<file path="config.mk">
export PLATFORM = sky130hd
export DESIGN_NAME = pipelined_cla_adder_flat
export DESIGN_NICKNAME = d
export VERILOG_FILES = /design/src/rtl/pipelined_cla_adder_if.sv /design/src/rtl/pipelined_cla_adder.sv /design/src/flat_wrapper.sv
export SDC_FILE = /design/constraint.sdc
export NUM_CORES = 1
export LEC_CHECK = 0
export CAP_MARGIN = 20
export CORE_MARGIN = 2
export CORE_UTILIZATION = 50
export CTS_BUF_LIST = sky130_fd_sc_hd__clkbuf_4 sky130_fd_sc_hd__clkbuf_8 sky130_fd_sc_hd__clkbuf_16
export DETAILED_ROUTE_END_ITERATION = 10
export PLACE_DENSITY_LB_ADDON = 0.25
export SYNTH_ARGS = -nofsm -noshare
export SYNTH_HDL_FRONTEND = slang
export SYNTH_SLANG_ARGS = --single-unit
</file>
<file path="constraint.sdc">
create_clock -name clk -period 3.9 [get_ports clk]
set_input_delay 0.39 -clock clk [delete_from_list [all_inputs] [get_ports clk]]
set_output_delay 0.39 -clock clk [all_outputs]
set_load 0.03 [all_outputs]
</file>
<file path="src/rtl/pipelined_cla_adder_if.sv">
`default_nettype none
// ============================================================================
//  Module   : pipelined_cla_adder_if
//  Purpose  : Operand/result handshake bundle for pipelined_cla_adder.
//             master = operand source / result sink, slave = the adder.
//  Revision : 1.0  initial release
// ============================================================================
interface pipelined_cla_adder_if #(
   parameter int WIDTH = 32
);
   logic             in_valid;
   logic             in_ready;
   logic [WIDTH-1:0] a;
   logic [WIDTH-1:0] b;
   logic             c_in;
   logic             sub;
   logic             out_valid;
   logic             out_ready;
   logic [WIDTH-1:0] sum;
   logic             c_out;
   logic [3:0]       flags;

   modport master (
      output in_valid, a, b, c_in, sub, out_ready,
      input  in_ready, out_valid, sum, c_out, flags
   );

   modport slave (
      input  in_valid, a, b, c_in, sub, out_ready,
      output in_ready, out_valid, sum, c_out, flags
   );
endinterface
`default_nettype wire

</file>
<file path="src/rtl/pipelined_cla_adder.sv">
`default_nettype none
// ============================================================================
//  Module   : pipelined_cla_adder
//  Purpose  : Pipelined 4-bit-group carry-lookahead adder/subtractor with a
//             valid/ready handshake and full-pipeline stall on backpressure.
//             WIDTH must be a multiple of 4 and (WIDTH/4) divisible by STAGES.
//             Optional NZCV flags: define CLA_ADDER_FLAGS_EN.
//  Revision : 1.0  initial release
// ============================================================================
module pipelined_cla_adder #(
   parameter int WIDTH  = 32,
   parameter int STAGES = 2
) (
   input  logic                clk,
   input  logic                reset,
   pipelined_cla_adder_if.slave bus
);
   localparam int GPS   = (WIDTH / 4) / STAGES;  // groups per stage
   localparam int SBITS = GPS * 4;               // bits resolved per stage

   logic stall;
   logic advance;

   // One 4-bit lookahead group: returns {c4, sum[3:0]}
   function automatic logic [4:0] cla4(input logic [3:0] x, input logic [3:0] y,
                                       input logic c0);
      logic [3:0] p, g;
      logic       c1, c2, c3, c4;
      p  = x ^ y;
      g  = x & y;
      c1 = g[0] | (p[0] & c0);
      c2 = g[1] | (p[1] & g[0]) | (p[1] & p[0] & c0);
      c3 = g[2] | (p[2] & g[1]) | (p[2] & p[1] & g[0]) | (p[2] & p[1] & p[0] & c0);
      c4 = g[3] | (p[3] & g[2]) | (p[3] & p[2] & g[1]) | (p[3] & p[2] & p[1] & g[0])
         | (&p & c0);
      return {c4, p ^ {c3, c2, c1, c0}};
   endfunction

   for (genvar k = 0; k < STAGES; k++) begin : g_stage
      localparam int LO = k * SBITS;   // first bit resolved here
      localparam int HI = LO + SBITS;  // bits [HI-1:0] are complete after this stage

      logic              v_in;
      logic              c_in_s;
      logic [WIDTH-1:LO] a_in;
      logic [WIDTH-1:LO] b_in;
      logic [HI-1:LO]    grp_sum;
      logic              v_d, v_q;
      logic              c_d, c_q;
      logic [HI-1:0]     s_d, s_q;

      if (k == 0) begin : g_src
         // First stage takes operands straight from the port; b inverted for subtract
         assign v_in   = bus.in_valid & bus.in_ready;
         assign c_in_s = bus.c_in;
         assign a_in   = bus.a;
         assign b_in   = bus.sub ? ~bus.b : bus.b;
         assign s_d    = grp_sum;
      end else begin : g_src
         // Later stages continue from the previous stage's registers
         assign v_in   = g_stage[k-1].v_q;
         assign c_in_s = g_stage[k-1].c_q;
         assign a_in   = g_stage[k-1].g_hold.a_q;
         assign b_in   = g_stage[k-1].g_hold.b_q;
         assign s_d    = {grp_sum, g_stage[k-1].s_q};
      end

      // Lookahead over this stage's groups, group carries chained in-stage
      always_comb begin : p_cla
         logic       c;
         logic [4:0] r;
         c       = c_in_s;
         r       = '0;
         grp_sum = '0;
         for (int j = 0; j < GPS; j++) begin
            r = cla4(a_in[LO+4*j +: 4], b_in[LO+4*j +: 4], c);
            grp_sum[LO+4*j +: 4] = r[3:0];
            c = r[4];
         end
         c_d = c;
         v_d = v_in;
      end

      // Stage valid, carry and partial sum; hold while stalled
      always_ff @(posedge clk) begin
         if (reset) begin
            v_q <= 1'b0;
            c_q <= 1'b0;
            s_q <= '0;
         end else if (advance) begin
            v_q <= v_d;
            c_q <= c_d;
            s_q <= s_d;
         end
      end

      if (k < STAGES - 1) begin : g_hold
         logic [WIDTH-1:HI] a_d, a_q;
         logic [WIDTH-1:HI] b_d, b_q;
         assign a_d = a_in[WIDTH-1:HI];
         assign b_d = b_in[WIDTH-1:HI];

         // Operand bits not yet consumed travel with their partial sum
         always_ff @(posedge clk) begin
            if (reset) begin
               a_q <= '0;
               b_q <= '0;
            end else if (advance) begin
               a_q <= a_d;
               b_q <= b_d;
            end
         end
      end

`ifdef CLA_ADDER_FLAGS_EN
      if (k == STAGES - 1) begin : g_flags
         logic [3:0] flags_d, flags_q;

         // NZCV; carry into the MSB recovered as a ^ b_eff ^ sum at bit WIDTH-1
         always_comb begin
            flags_d = {s_d[WIDTH-1], ~|s_d, c_d,
                       a_in[WIDTH-1] ^ b_in[WIDTH-1] ^ s_d[WIDTH-1] ^ c_d};
         end

         // Flags registered alongside the final sum
         always_ff @(posedge clk) begin
            if (reset) begin
               flags_q <= 4'b0000;
            end else if (advance) begin
               flags_q <= flags_d;
            end
         end
      end
`endif
   end

   assign stall         = g_stage[STAGES-1].v_q & ~bus.out_ready;
   assign advance       = ~stall;
   assign bus.in_ready  = ~stall;
   assign bus.out_valid = g_stage[STAGES-1].v_q;
   assign bus.sum       = g_stage[STAGES-1].s_q;
   assign bus.c_out     = g_stage[STAGES-1].c_q;
`ifdef CLA_ADDER_FLAGS_EN
   assign bus.flags     = g_stage[STAGES-1].g_flags.flags_q;
`else
   assign bus.flags     = 4'b0000;
`endif
endmodule
`default_nettype wire

</file>
<file path="src/flat_wrapper.sv">
// flat-port wrapper written by rule: the top's interface ports become plain ports
module pipelined_cla_adder_flat 
#(
   parameter int WIDTH  = 32,
   parameter int STAGES = 2
)
  (clk, reset, bus_in_valid, bus_a, bus_b, bus_c_in, bus_sub, bus_out_ready, bus_in_ready, bus_out_valid, bus_sum, bus_c_out, bus_flags);
  pipelined_cla_adder_if #(.WIDTH(WIDTH)) bus_i ();
  input  logic clk;
  input  logic reset;
  input wire logic [$bits(bus_i.in_valid)-1:0] bus_in_valid;
  input wire logic [$bits(bus_i.a)-1:0] bus_a;
  input wire logic [$bits(bus_i.b)-1:0] bus_b;
  input wire logic [$bits(bus_i.c_in)-1:0] bus_c_in;
  input wire logic [$bits(bus_i.sub)-1:0] bus_sub;
  input wire logic [$bits(bus_i.out_ready)-1:0] bus_out_ready;
  output wire logic [$bits(bus_i.in_ready)-1:0] bus_in_ready;
  output wire logic [$bits(bus_i.out_valid)-1:0] bus_out_valid;
  output wire logic [$bits(bus_i.sum)-1:0] bus_sum;
  output wire logic [$bits(bus_i.c_out)-1:0] bus_c_out;
  output wire logic [$bits(bus_i.flags)-1:0] bus_flags;
  assign bus_i.in_valid = bus_in_valid;
  assign bus_i.a = bus_a;
  assign bus_i.b = bus_b;
  assign bus_i.c_in = bus_c_in;
  assign bus_i.sub = bus_sub;
  assign bus_i.out_ready = bus_out_ready;
  assign bus_in_ready = bus_i.in_ready;
  assign bus_out_valid = bus_i.out_valid;
  assign bus_sum = bus_i.sum;
  assign bus_c_out = bus_i.c_out;
  assign bus_flags = bus_i.flags;
  pipelined_cla_adder #(.WIDTH(WIDTH), .STAGES(STAGES)) u_core (.clk(clk), .reset(reset), .bus(bus_i));
endmodule
</file>
======== After elaboration in Yosys (flattened, before gate mapping) ========
Index checks and enable logic that the tools add are counted.
operators by class
  reductions and logical operators ........ 8
  bitwise logic cells ..................... 229
  muxes and demuxes ....................... 1
operator list
  cell                 number
  bitwise AND 1 bit    122
  bitwise OR 1 bit     80
  bitwise XOR 4 bit    16
  bitwise AND 4 bit    8
  2-to-1 mux 32 bit    1
  inverter 32 bit      1
  AND reduction 4 bit  8
  inverter 1 bit       2
word-level totals
  input port bits ......................... 70
  word-level logic and storage cells ...... 246
  bits in registers ....................... 84
  output and inout port bits .............. 39

======== Depth between registers and ports, before layout ========
Gate-level depths: netlist of the first run.
  word-level depth ........................ 15
  mapped depth ............................ 15
  gate-level depth less buffers ........... 12

======== Worst setup path after synthesis of the first run ========
Ideal clock, no wire load.
  path kind ............................... input -> register
  from .................................... in bus_sub
  to ...................................... reg u_core.g_stage[0].s_q[12]
  path buffers ............................ 3
  path slack .............................. 528 ps
  stages .................................. 13
  setup time .............................. 86 ps
  arrival time ............................ 3286 ps
  data required time ...................... 3814 ps
  cells stage by stage .................... clkbuf_1 buf_2 buf_2 xor2_1 ha_1 a211oi_2 o21bai_2 a31o_2 a31oi_1 nor2b_1 nor2_1 fa_1 a211oi_1
on the way
  longest elaborated chain between the ends .. 12
  elaborated cells on any way between the ends .. 42
  classes of those cells .................. mux (1); bitwise (38); reduce/logical (3)
ends and longest elaborated chain
  what                                                                 line                                                  RTL
  start, declared                                                      flat_wrapper.sv:15                                    input wire logic [$bits(bus_i.sub)-1:0] bus_sub;
  2-to-1 mux 32 bit *                                                  pipelined_cla_adder.sv:57                             assign b_in = bus.sub ? ~bus.b : bus.b;
  bitwise XOR 4 bit or bitwise AND 4 bit (tied branches)               pipelined_cla_adder.sv:29, pipelined_cla_adder.sv:30
  bitwise AND 1 bit                                                    pipelined_cla_adder.sv:34                             c4 = g[3] | (p[3] & g[2]) | (p[3] & p[2] & g[1]) | (p[3] & p[2] & p[1] & g[0])
  bitwise OR 1 bit or bitwise AND 1 bit (tied branches) (2 in series)  pipelined_cla_adder.sv:34
  bitwise OR 1 bit                                                     pipelined_cla_adder.sv:34
  bitwise OR 1 bit                                                     pipelined_cla_adder.sv:35                             | (&p & c0);
  bitwise AND 1 bit                                                    pipelined_cla_adder.sv:35
  bitwise OR 1 bit                                                     pipelined_cla_adder.sv:35
  bitwise AND 1 bit                                                    pipelined_cla_adder.sv:35
  bitwise OR 1 bit                                                     pipelined_cla_adder.sv:35
  bitwise XOR 4 bit *                                                  pipelined_cla_adder.sv:36                             return {c4, p ^ {c3, c2, c1, c0}};
  end signal, assigned                                                 pipelined_cla_adder.sv:89                             s_q <= '0;
  end signal, assigned                                                 pipelined_cla_adder.sv:93                             s_q <= s_d;
  end, declared                                                        pipelined_cla_adder.sv:50                             logic [HI-1:0] s_d, s_q;
Mark *: on every way between the ends. The rest lies on a longest branch, timed or not.
A chain may end at the register's enable or synchronous reset.

======== Final worst setup path of the first run ========
  from .................................... in bus_b[0]
  to ...................................... reg u_core.g_stage[0].s_q[12]
on the way
  longest elaborated chain between the ends .. 11
  elaborated cells on any way between the ends .. 14
  classes of those cells .................. mux (1); bitwise (12); reduce/logical (1)
ends and longest elaborated chain
  what                                                      line                                                  RTL
  start, declared                                           flat_wrapper.sv:13                                    input wire logic [$bits(bus_i.b)-1:0] bus_b;
  inverter 32 bit                                           pipelined_cla_adder.sv:57
  2-to-1 mux 32 bit *                                       pipelined_cla_adder.sv:57
  bitwise XOR 4 bit or bitwise AND 4 bit (tied branches)    pipelined_cla_adder.sv:29, pipelined_cla_adder.sv:30
  AND reduction 4 bit or bitwise AND 1 bit (tied branches)  pipelined_cla_adder.sv:35, pipelined_cla_adder.sv:34
  bitwise AND 1 bit or bitwise OR 1 bit (tied branches)     pipelined_cla_adder.sv:35, pipelined_cla_adder.sv:34
  bitwise OR 1 bit *                                        pipelined_cla_adder.sv:35
  bitwise AND 1 bit *                                       pipelined_cla_adder.sv:35
  bitwise OR 1 bit *                                        pipelined_cla_adder.sv:35
  bitwise AND 1 bit *                                       pipelined_cla_adder.sv:35
  bitwise OR 1 bit *                                        pipelined_cla_adder.sv:35
  bitwise XOR 4 bit *                                       pipelined_cla_adder.sv:36
Marks and branches as above.

==> impl_metrics.json, run 1 <==
{
  "status": "complete, no violations",
  "ios": 109,
  "comb_power_share": 0.285,
  "initial_utilization": 0.521,
  "final-hold-violation-count": 0,
  "clock_latency_ps": 360,
  "dpl.hpwl_um": 7440,
  "post_cts_buffers": 0,
  "grt_usage": 0.210,
  "dpl_cell_area_mm2": 0.00563,
  "area.growth.synth_to_final_pct": 28.2,
  "cts_tree": "built",
  "worstSetupPathType": "in -> reg",
  "cap_violations": 0,
  "synthArstFlopShare": 0,
  "power.density_mw_per_mm2": 410,
  "finalSetupTns_ps": 0,
  "numPortBuffers": 104,
  "die_h_um": 99.8,
  "cp.arrival_ps": 3170,
  "layout.cells.most_common": "clkdlybuf4s50_1",
  "layout_setup_ws_ps": 1010,
  "synth-edff-count": 0,
  "drt_pass1_iterations": 5,
  "grt_max_degree": 68,
  "p_int_mw": 1.68,
  "whs_ps": 368,
  "diodes": 0,
  "setup_viol": 0,
  "ant_nets": 0,
  "clock_sinks": 84,
  "gp_congestion": 0.873,
  "wl_um": 10400,
  "cp_max_fo": 5,
  "cts_resized": 0,
  "root_buffer": "clkbuf_8",
  "overflow": 0,
  "layout_common_cells": "102 x clkdlybuf4s50_1, 99 x nand2_1, 84 x dfxtp_1, 62 x a21oi_1, 39 x nor2_1",
  "fin_crit_ps": 2890,
  "start_kind": "primary input",
  "syn_area_per_cell_um2": 8.52,
  "die_area_mm2": 0.00995,
  "cts.hold.buffers_added": 0,
  "yosysUniqueCellTypes": 56,
  "cts_max_path_buffers": 2,
  "fillCellCount": 746,
  "p_seq_frac": 0.422,
  "wl_per_cell_um": 14.1,
  "first_global_vias": 3905,
  "finalPower_mw": 2.41,
  "syn_area_mm2": 0.00458,
  "p_switching_mw": 0.725,
  "min_period_over_period": 0.742,
  "num_rows": 34,
  "rsz0062_at_grt": "false",
  "p_leak_nw": 2.46,
  "skew_ps": 9.07,
  "layout-drive-gt1-share": 0.0571,
  "ys_ff_latch": 84,
  "max-slew-margin-rel": 0.544,
  "crit_slowest_cell": "clkdlybuf4s50_1",
  "ir_worst_vdd_v": 0.000263,
  "min_path_type": "in -> reg",
  "slowest_delay_ps": 470,
  "critPathBufInv": 1,
  "ys_seq_area_frac": 0.367,
  "grt_antenna_before_repair": 0,
  "worst_pin_slew_ps": 684,
  "place_ws_ps": 639,
  "clkPwrFrac": 0.293,
  "crit_required_ps": 4170,
  "cp_top_family": "compound AO/OA/AOI/OAI gates",
  "cts_buffers": 9,
  "max_freq_mhz": 345,
  "fin_nets": 736,
  "die_x_um": 99.8,
  "crit_path_cell_trace": "clkdlybuf4s50_1 -> xor2_1 -> ha_1 -> a211oi_2 -> o21bai_2 -> a31o_2 -> a31oi_1 -> nor2b_1 -> nor2_1 -> fa_1 -> a211oi_1",
  "dr.first_iter.drc_count": 119,
  "vias_per_cell": 5.41,
  "via_count": 3991,
  "grt_pass1_wl_um": 17000,
  "switching_share": 0.301,
  "route.detailed.drc": 0,
  "synth_warnings": 0,
  "endpoint_kind": "register",
  "synth_ff_type": "dfxtp_1",
  "slew_viol_final": 0,
  "path_clk_slew_ps": 80,
  "core-area_mm2": 0.00881,
  "final_area_mm2": 0.00588,
  "synthCells": 538,
  "h-tree-depth": 3
}
[area by class of cell]
| class | count | area, um^2 | area share |
|---|---|---|---|
| Timing Repair Buffer | 110 | 1090 | 0.185 |
| Sequential cell | 84 | 1680 | 0.286 |
| Clock inverter | 3 | 68.8 | 0.0117 |
| Inverter | 13 | 50.0 | 0.00852 |
| Multi-Input combinational cell | 408 | 2690 | 0.458 |
| Clock buffer | 12 | 159 | 0.0270 |
| Tap cell | 108 | 135 | 0.0230 |
[cell families (layout without fill, tap and decap cells)]
kind of cell             Yosys count  count (layout)  share of synthesized area
adder cells (fa/ha/maj)           40              40                      0.122
buffers and inverters             49             138                     0.0499
AO/OA/AOI/OAI                    135             135                      0.194
flip-flops                        84              84                      0.367
other                              1               4                   0.000818
XOR/XNOR                          45              45                     0.0860
AND/OR/NAND/NOR                  184             184                      0.180
[per-stage QoR]
step                      utilization  cells
after floorplan                     -    541
after global placement          0.639    722
after detailed placement        0.639    722
after CTS                       0.665    737
after global routing            0.667    738
final                           0.667    738
[power groups by stage]
stage                     Combinational, mW  Sequential [mW]  Clock, mW
after floorplan                       0.375             1.10          0
after global placement                0.665             1.03          0
after detailed placement              0.681             1.03          0
after CTS                             0.688             1.02      0.719
after global routing                  0.755             1.03      0.751
final                                 0.686             1.02      0.706
[cell usage after synthesis (2+ instances only)]
master | instances | area [um^2]
nand2_1 | 99 | 372
dfxtp_1 | 84 | 1680
a21oi_1 | 62 | 310
nor2_1 | 39 | 146
ha_1 | 32 | 400
xnor2_1 | 26 | 228
a211oi_1 | 25 | 188
clkbuf_1 | 25 | 93.8
xor2_1 | 19 | 166
inv_1 | 12 | 45.0
fa_1 | 8 | 160
o21ai_0 | 8 | 40.0
a211o_1 | 7 | 61.3
nand3_1 | 7 | 35.0
nor3_1 | 7 | 35.0
a21o_1 | 6 | 45.0
nor3b_1 | 5 | 37.5
buf_4 | 4 | 30.0
nand3b_1 | 4 | 30.0
or4_1 | 4 | 30.0
a31oi_1 | 3 | 18.8
and3_1 | 3 | 18.8
buf_6 | 3 | 33.8
nand4b_1 | 3 | 26.3
nor4b_1 | 3 | 26.3
a211oi_2 | 2 | 25.0
a21boi_1 | 2 | 15.0
a22o_1 | 2 | 17.5
a31o_2 | 2 | 17.5
buf_2 | 2 | 10.0
nand4_1 | 2 | 12.5
nor2b_1 | 2 | 12.5
o211ai_1 | 2 | 15.0
o21a_1 | 2 | 15.0
[routing by layer]
layer,share of wire,vias up,track usage
li1,-,2029,-
met1,0.43,1877,0.250
met2,0.52,75,0.380
met3,0.038,10,0.0429
met4,0.011,0,0.0622
met5,0,-,0
[sequential cells by signal, summed over array words and instances, names as in the netlist]
name / count
u_core.bus.sum: 32
u_core.bus.out_valid: 1
u_core.g_stage.g_hold.a_q: 16
u_core.g_stage.s_q: 16
u_core.bus.c_out: 1
u_core.g_stage.g_hold.b_q: 16
u_core.g_stage.v_q: 1
u_core.g_stage.c_q: 1
[worst reg2reg max path: cells and delay by family, from the launching register on]
family	cells	cell delay [ps]
DFF	1	320
AOI/OAI and AO/OA	4	1090
xor gates and xnor gates	1	130
and+or+nand+nor	1	240
adders and majority gates	2	790
[final timing paths]
| kind | from | slack [ps] | to | depth (start not counted) |
|---|---|---|---|---|
| worst max-delay path | bus_b[0] | 1010 | u_core.g_stage[0].s_q[12] | 11 |
| worst min-delay path | reset | 370 | u_core.bus.sum[14] | 2 |
| worst max register to register | u_core.g_stage[0].g_hold.b_q[25] | 1240 | u_core.bus.sum[29] | 8 |
| worst min register to register | u_core.bus.sum[1] | 450 | u_core.bus.sum[1] | 2 |
(Power assumes the default switching activity.)
==> inputs of run 2 (changes only) <==
- CORE_UTILIZATION: 50 -> 45
- clock period: 3.9 -> 2.5 ns (I/O delays scaled with it)
==> run 2 against run 1 <==
Net effect: register-to-register slack got worse by 1100 ps; via count increased by 3.3%; flip-flop and latch count unchanged; sequential power increased by 56%; combinational power increased by 78%; cell area increased by 6.1%; die area increased by 11%; clock skew increased by 6.3 ps; worst setup slack got worse by 910 ps; critical path type unchanged.
==> impl_metrics.json, run 2 (synthesized netlist as in run 1, its figures left out) <==
{
  "fin_nets": 767,
  "area.growth.synth_to_final_pct": 35.9,
  "ant_nets": 0,
  "finalNonFillerCells": 793,
  "diodes": 0,
  "wl_um": 10600,
  "start_kind": "primary input",
  "holdCritStartpoint": "bus_a[20]",
  "layout.cells.most_common": "nand2_1",
  "status": "complete, no violations",
  "grt_pass1_wl_um": 17900,
  "overflow": 0,
  "root_buffer": "clkbuf_8",
  "grt_usage": 0.194,
  "r2r-end": "u_core.bus.sum[29]",
  "cts_buffers": 9,
  "cp_max_fo": 2,
  "vias_per_cell": 5.20,
  "slew_viol_final": 0,
  "gp_congestion": 0.820,
  "clock_latency_ps": 350,
  "dpl_cell_area_mm2": 0.00592,
  "skew_ps": 15.4,
  "die_area_mm2": 0.0110,
  "cp.arrival_ps": 2660,
  "layout-drive-gt1-share": 0.130,
  "finalPower_mw": 3.71,
  "worst_pin_slew_ps": 1110,
  "grt_max_degree": 68,
  "wl_per_cell_um": 13.4,
  "largest_reg_flops": 32,
  "first_global_vias": 4016,
  "initial_utilization": 0.467,
  "crit_required_ps": 2750,
  "r2r_slack_ps": 150,
  "via_count": 4122,
  "cts_tree": "built",
  "clock_sinks": 84,
  "numPortBuffers": 104,
  "place_inst": 774,
  "r2r-start": "u_core.g_stage[0].g_hold.a_q[16]",
  "whs_ps": 447,
  "final_area_mm2": 0.00623,
  "finalSetupTns_ps": 0,
  "layout_setup_ws_ps": 90.6,
  "dpl.hpwl_um": 7800,
  "r2r_cells": 8,
  "crit_path_end": "u_core.g_stage[0].s_q[12]",
  "rsz0062_at_grt": "true",
  "min_path_type": "in -> reg",
  "layout_common_cells": "99 x nand2_1, 98 x clkdlybuf4s50_1, 83 x dfxtp_1, 56 x a21oi_1, 38 x nor2_1",
  "crit_start": "bus_b[1]",
  "cts.hold.buffers_added": 0,
  "max-slew-margin-rel": 0.257,
  "die_x_um": 105,
  "die_h_um": 105,
  "power.density_mw_per_mm2": 595,
  "ir_worst_vdd_v": 0.000251,
  "p_leak_nw": 2.61,
  "max_freq_mhz": 415,
  "core-area_mm2": 0.00982,
  "num_rows": 36,
  "cap_violations": 0,
  "h-tree-depth": 3,
  "worstSetupPathType": "in -> reg",
  "drt_pass1_iterations": 4,
  "min_period_over_period": 0.964,
  "cts_max_path_buffers": 2,
  "endpoint_kind": "register",
  "final-hold-violation-count": 0,
  "grt_antenna_before_repair": 0,
  "ios": 109,
  "place_ws_ps": -432,
  "dr.first_iter.drc_count": 138,
  "route.detailed.drc": 0,
  "setup_viol": 0,
  "path_clk_slew_ps": 90,
  "fin_crit_ps": 2410,
  "fin_util": 0.635
}
-- run 2: changes by cell type in the layout (fill, tap and decap cells not counted), moves of 2 or more --
cell,delta
clkdlybuf4s50_1,-4
a21oi_2,+6
a211oi_1,-2
buf_4,+30
dlygate4sd2_1,+4
clkbuf_8,-2
a31oi_1,-2
clkinv_2,+2
a21oi_1,-6
ha_1,-4
ha_4,+3
-- run 2: power breakdown --
group          switching, mW  total (mW)  leakage, nW  internal (mW)
combinational          0.608        1.22         1.82          0.608
sequential            0.0917        1.59        0.697           1.49
clock                  0.436       0.906       0.0959          0.470
total                   1.14        3.71         2.61           2.57
-- run 2: cell type report --
class / instances / area [um^2]
fillers: 865 / 3590
well taps: 133 / 166
clock inverters: 3 / 40.0
multi-input cells: 408 / 2830
clock buffers: 11 / 139
repair buffers: 141 / 1330
inverters: 13 / 50.0
flip-flops and latches: 84 / 1680
-- run 2: layer usage --
metal  GRT usage  part of all wire  up-vias  wire (um)
met5           0                 0        -          0
met4      0.0524             0.011        0        118
met3      0.0331             0.037       10        393
met1       0.249              0.46     1942       4840
met2       0.338              0.49       76       5240
li1            -                 -     2094          -
-- run 2: what timing repair did --
item                       in CTS  in global routing
cloned                          0                  0
pin swaps                      15                  9
setup buffers                   4                  1
hold endpoints to repair        0                  0
setup endpoints to repair       2                  6
resized for setup              11                 10
-- run 2: critical path, cell delays in order --
cell and delay (ps):
clkdlybuf4s50_1 470, xor2_1 150, ha_2 300, o21ai_2 170, o21bai_2 110, a31o_4 240
a31oi_4 180, nor2b_1 70, nor2_2 100, fa_2 450, a211oi_2 170
-- run 2: worst min-delay path by stage --
stage	slack (ps)	cells past startpoint	to
after floorplan	390	2	u_core.g_stage[0].g_hold.a_q[16]
after global placement	440	2	u_core.g_stage[0].v_q
after detailed placement	440	2	u_core.bus.sum[6]
after CTS	430	3	u_core.g_stage[0].g_hold.a_q[20]
after global routing	440	3	u_core.g_stage[0].g_hold.a_q[22]
final	450	3	u_core.g_stage[0].g_hold.a_q[20]
